**src/rtl/delay_pkg.sv**
```systemverilog
// Shared types for the delay stimulus/response stage: FSM states and the
// buffered vector entry.
package delay_pkg;

    localparam int DEF_HOLD_W = 8;
    // Entries carry a hold field wide enough for any supported HOLD_W.
    localparam int HOLD_W_MAX = 16;

    typedef enum logic [1:0] {
        IDLE   = 2'd0,
        SETTLE = 2'd1,
        REPORT = 2'd2
    } state_e;

    typedef struct packed {
        logic                  a;
        logic                  b;
        logic [HOLD_W_MAX-1:0] hold;
    } entry_t;

endpackage

```
**src/rtl/delay_stim_fifo.sv**
```systemverilog
// Synchronous FIFO for stimulus vectors. Pointers are one bit wider than the
// index so full and empty are distinguishable without a counter.
module delay_stim_fifo #(
    parameter int DEPTH = 4,
    parameter int W     = 8
) (
    input  logic         clk,
    input  logic         rst_n,
    input  logic         push_i,
    input  logic         pop_i,
    input  logic [W-1:0] wdata_i,
    output logic [W-1:0] rdata_o,
    output logic         full_o,
    output logic         empty_o
);

    localparam int AW = $clog2(DEPTH);

    logic [W-1:0] mem_q [DEPTH];
    logic [AW:0]  wptr_q, rptr_q;
    logic         wr_en, rd_en;

    assign empty_o = (wptr_q == rptr_q);
    assign full_o  = (wptr_q[AW] != rptr_q[AW]) && (wptr_q[AW-1:0] == rptr_q[AW-1:0]);
    assign wr_en   = push_i && !full_o;
    assign rd_en   = pop_i && !empty_o;
    assign rdata_o = mem_q[rptr_q[AW-1:0]];

    always_ff @(posedge clk) begin
        if (!rst_n) begin
            wptr_q <= '0;
            rptr_q <= '0;
        end else begin
            if (wr_en) wptr_q <= wptr_q + 1'b1;
            if (rd_en) rptr_q <= rptr_q + 1'b1;
        end
    end

    always_ff @(posedge clk) begin
        if (wr_en) mem_q[wptr_q[AW-1:0]] <= wdata_i;
    end

endmodule

```
**src/rtl/delay_stim_driver.sv**
```systemverilog
// Applies buffered a/b vectors to the block under study, holds them for a
// programmed window and reports the final c plus the first-change latency.
module delay_stim_driver
    import delay_pkg::*;
#(
    parameter int HOLD_W = DEF_HOLD_W,
    parameter int DEPTH  = 4
) (
    input  logic              clk,
    input  logic              rst_n,
    input  logic              in_valid,
    output logic              in_ready,
    input  logic              in_a,
    input  logic              in_b,
    input  logic [HOLD_W-1:0] in_hold,
    output logic              dut_a,
    output logic              dut_b,
    input  logic              dut_c,
    output logic              out_valid,
    input  logic              out_ready,
    output logic              out_c,
    output logic [HOLD_W-1:0] out_lat,
    output logic              out_seen,
    output logic              busy
);

    state_e            state_q, state_d;
    entry_t            push_ent, head;
    logic              fifo_full, fifo_empty;
    logic              push, pop;
    logic              dut_a_q, dut_b_q, c_ref_q, seen_q, out_c_q;
    logic [HOLD_W-1:0] k_q, hold_q, lat_q, hold_eff;

    assign in_ready = rst_n && !fifo_full;
    assign push     = in_valid && in_ready;
    assign push_ent = '{a: in_a, b: in_b, hold: HOLD_W_MAX'(in_hold)};

    delay_stim_fifo #(
        .DEPTH (DEPTH),
        .W     ($bits(entry_t))
    ) u_fifo (
        .clk     (clk),
        .rst_n   (rst_n),
        .push_i  (push),
        .pop_i   (pop),
        .wdata_i (push_ent),
        .rdata_o (head),
        .full_o  (fifo_full),
        .empty_o (fifo_empty)
    );

    // A zero hold still needs one sample to produce a result.
    assign hold_eff = (head.hold == '0) ? HOLD_W'(1) : head.hold[HOLD_W-1:0];

    always_comb begin
        state_d = state_q;
        pop     = 1'b0;
        case (state_q)
            IDLE: begin
                if (!fifo_empty) begin
                    pop     = 1'b1;
                    state_d = SETTLE;
                end
            end
            SETTLE: begin
                if (k_q == hold_q) state_d = REPORT;
            end
            REPORT: begin
                if (out_ready) begin
                    if (!fifo_empty) begin
                        pop     = 1'b1;
                        state_d = SETTLE;
                    end else begin
                        state_d = IDLE;
                    end
                end
            end
            default: state_d = IDLE;
        endcase
    end

    always_ff @(posedge clk) begin
        if (!rst_n) begin
            state_q <= IDLE;
            dut_a_q <= 1'b0;
            dut_b_q <= 1'b0;
            c_ref_q <= 1'b0;
            seen_q  <= 1'b0;
            out_c_q <= 1'b0;
            lat_q   <= '0;
            k_q     <= '0;
            hold_q  <= '0;
        end else begin
            state_q <= state_d;
            if (pop) begin
                dut_a_q <= head.a;
                dut_b_q <= head.b;
                c_ref_q <= dut_c;
                seen_q  <= 1'b0;
                lat_q   <= '0;
                k_q     <= HOLD_W'(1);
                hold_q  <= hold_eff;
            end else if (state_q == SETTLE) begin
                if ((dut_c != c_ref_q) && !seen_q) begin
                    lat_q  <= k_q;
                    seen_q <= 1'b1;
                end
                if (k_q == hold_q) out_c_q <= dut_c;
                else               k_q     <= k_q + 1'b1;
            end
        end
    end

    assign dut_a     = dut_a_q;
    assign dut_b     = dut_b_q;
    assign out_valid = (state_q == REPORT);
    assign out_c     = out_c_q;
    assign out_lat   = lat_q;
    assign out_seen  = seen_q;
    assign busy      = (state_q != IDLE) || !fifo_empty;

endmodule

```
**config.mk**
```make
export PLATFORM = sky130hd
export DESIGN_NAME = delay_stim_driver
export DESIGN_NICKNAME = d
export VERILOG_FILES = /design/src/rtl/delay_pkg.sv /design/src/rtl/delay_stim_fifo.sv /design/src/rtl/delay_stim_driver.sv
export SDC_FILE = /design/constraint.sdc
export NUM_CORES = 1
export LEC_CHECK = 0
export ABC_AREA = 1
export CORE_ASPECT_RATIO = 1.5
export CORE_MARGIN = 2
export CORE_UTILIZATION = 51
export DETAILED_ROUTE_END_ITERATION = 8
export PLACE_DENSITY = 0.78
export SLEW_MARGIN = 20
export SYNTH_ARGS = -nofsm -noshare
export SYNTH_HDL_FRONTEND = slang
export SYNTH_SLANG_ARGS = --single-unit
```
**constraint.sdc**
```tcl
create_clock -name clk -period 1.6 [get_ports clk]
set_input_delay 0.16 -clock clk [delete_from_list [all_inputs] [get_ports clk]]
set_output_delay 0.16 -clock clk [all_outputs]
set_load 0.02 [all_outputs]
```
==> results of run 1 <==
==> state kept, by name, summed over array words and instances (netlist names), named ones only <==
name and flops:
u_fifo.mem_q 40, dut_b 1, out_lat 8, k_q 8
state_q 2, dut_a 1, hold_q 8, out_c 1
u_fifo.wptr_q 3, u_fifo.rptr_q 3, c_ref_q 1, out_seen 1
==> worst max-delay path: cells and delay by family, from the launching register on <==
family | cells | cell delay [ns]
flops | 1 | 0.41
simple gates | 2 | 0.27
buf+inv | 2 | 0.21
xor+xnor | 1 | 0.14
==> how the worst max path moves through the flow <==
stage | to | slack [ns] | depth (start not counted)
floorplan | u_fifo.mem_q[0][0]$_DFFE_PP_ | -0.11 | 4
global placement | in_ready | 0.01 | 4
detailed placement | u_fifo.mem_q[1][1]$_DFFE_PP_ | -0.03 | 4
CTS | busy | 0.02 | 5
global route | busy | -0.02 | 5
finish | in_ready | 0.06 | 5
==> final cells by class <==
cell class                 count  area [um^2]
fill                         548         2350
tap                           76         95.1
timing repair buffer          49          450
clock buffer                   9          124
clock inverter                 7          104
inverter                      26          100
multi-input combinational    240         1270
sequential                    79         1980
==> layer usage <==
layer / share of wire [%] / track usage (%)
met5: 0 / 0
met4: 3.0 / 11.1
met3: 3.4 / 3.78
met2: 54 / 32.9
met1: 39 / 18.2
==> timing repair <==
item	CTS	global route
pin swaps	1	1
hold endpoints to repair	0	0
resized for setup	11	8
endpoints found under the setup margin	3	44
==> cells in the final DEF, fill, tap and decap left out, types with 7 or more instances in the layout <==
cell / n
buf_4: 20
nand2_1: 86
edfxtp_1: 40
dfxtp_1: 37
a21oi_1: 30
inv_1: 22
o21ai_0: 12
nand4_1: 12
clkbuf_8: 9
clkdlybuf4s50_1: 26
xnor2_1: 7
nor2_1: 24
nand3_1: 34
==> stage by stage <==
stage / power [mW] / setup slack [ns] / hold slack (ns)
after CTS: 6.80 / 0.0150 / 0.418
after detailed placement: 5.17 / -0.0272 / 0.453
after global routing: 7.21 / -0.0232 / 0.446
after floorplan: 4.47 / -0.110 / 0.259
final: 6.80 / 0.0602 / 0.431
after global placement: 5.10 / 0.0146 / 0.449
==> power by group through the flow <==
| stage | logic (mW) | clock network, mW | registers, mW |
|---|---|---|---|
| 2_1_floorplan | 1.84 | 0 | 2.64 |
| 3_3_place_gp | 2.48 | 0 | 2.62 |
| 3_5_place_dp | 2.55 | 0 | 2.62 |
| 4_1_cts | 2.54 | 1.68 | 2.58 |
| 5_1_grt | 2.84 | 1.74 | 2.62 |
| 6_report | 2.57 | 1.64 | 2.59 |
==> cell families (layout without fill, tap and decap cells) <==
family	after synthesis	in the layout
flops	79	79
buf+inv	40	91
fa+ha+maj	6	6
compound gates	51	51
simple gates	168	168
xor+xnor	15	15
==> results.cfg, run 1 <==
[place]
dp_hpwl_um = 4320
numPortBuffers = 29
dpl-instance-area_mm2 = 0.00388
gp_congestion = 0.778
dp.cells = 470

[layout]
diodes = 0
area_growth_pct = 21.0
drive_gt1_share_pct = 14.1
final_util_pct = 63.7
final_area_mm2 = 0.00413
final_cell_count_no_fill = 486
nets = 426

[logic_synthesis]
avgSynthCellArea_um2 = 9.51
synth_simple_gate_area_share_pct = 22.5
synth_mux_area_share_pct = 0
yosysMostFrequentCell = nand2_1
syn_area_mm2 = 0.00342
yosysSeqAreaShare_pct = 58.0
yosys_register_bits = 79
yosysWarnings = 0
synth_xor_area_share_pct = 4.07
syn_nets = 380
synth_edf_count = 40
ys_types = 27
synth_adder_area_share_pct = 2.20
synth_compound_area_share_pct = 7.77
synth_flop_cell = edfxtp_1
synth_area_leaders = edfxtp_1, dfxtp_1, nand2_1, nand3_1, a21oi_1
synth_top_area_share_pct = 35.2
syn_inst = 359
synth_top_cell_by_area = edfxtp_1
async_flop_share_pct = 0
synth_common_cells = nand2_1, edfxtp_1, dfxtp_1, nand3_1, a21oi_1
synth_top_family_by_area = simple AND/OR/NAND/NOR gates

[min_path]
holdCritPathClass = input port to register
hold_depth = 1
min_to = u_fifo.mem_q[0][1]$_DFFE_PP_
min_from = in_hold[1]

[worst_setup_path]
slowest_stage = dfxtp_1
r2r_setup_slack_ns = 0.14
reg2reg_to = u_fifo.mem_q[2][1]$_DFFE_PP_
endpoint_kind = output pin
path_cells = xnor2_2 > nand3b_1 > nand2_1 > inv_2 > buf_4
r2r_start = u_fifo.rptr_q[2]$_SDFFE_PN0P_
crit_start = u_fifo.rptr_q[1]$_SDFFE_PN0P_
path_max_fanout = 4
rr_worst_depth = 5
max_stage_delay_ns = 0.41
crit_type = register to output pin
start_kind = register
required_ns = 1.44
arrival_ns = 1.38

[timing]
report.final.slew_viol_count = 0
fin_tns_setup_ns = 0
setup_viol = 0
rsz0062_at_grt = true
period_needed_ns = 1.54
worst_pin_slew_ns = 0.335
relSlewSlack_pct = 77.5
fmax_ghz = 0.649
period_share_pct = 96.2
clock_skew_ns = 0.00758
final-hold-violation-count = 0

[pwr]
powerDensity_mw_per_mm2 = 1650
p_sw_share_pct = 37.4
power_frac_clock_pct = 24.1
power_leakage_nw = 1.58
combPwrFrac_pct = 37.8
power_frac_seq_pct = 38.1
intPower_mw = 4.25
vdd_drop_max_v = 0.000854
power_switching_mw = 2.55

[clocking]
cts_root_buf = clkbuf_8
cts.sinks = 79
insertion_delay_ns = 0.35
clk_pin_slew_ns = 0.08
postCtsSetupBuffers = 0
cts_buffer_depth = 2
cts_buffers = 9
tritoncts = done
hold_buffers = 0
h-tree-depth = 3

[route]
wl_um = 6280
vias = 2573
wl_per_cell_um = 12.9
first_pass_iters = 4
via_per_inst = 5.29
drtAntennaViolNets = 0
route.detailed.drc = 0
drt-initial-drc-count = 114

[floorplanning]
die_area_mm2 = 0.00738
initial_core_util_pct = 52.7
fp.dieH_um = 104
io_pins = 30
core_area_mm2 = 0.00649
dieWidth_um = 70.8
core.rowCount = 36

[outcome]
status = complete, no violations

[global_routing]
grt_max_degree = 25
antenna_found_initial = 0
grt_overflow = 0
grt_use_total_pct = 18.1
grt_pass1_vias = 2469
grt_pass1_wl_um = 10400

[flow_run]
maxCapViolCount = 0
(Power assumes the default switching activity.)
==> run 2: changes to the inputs <==
- CTS_CLUSTER_SIZE: default -> 28
==> results of run 2 <==
Final layout, timing and power as in run 1 (identical DEF).
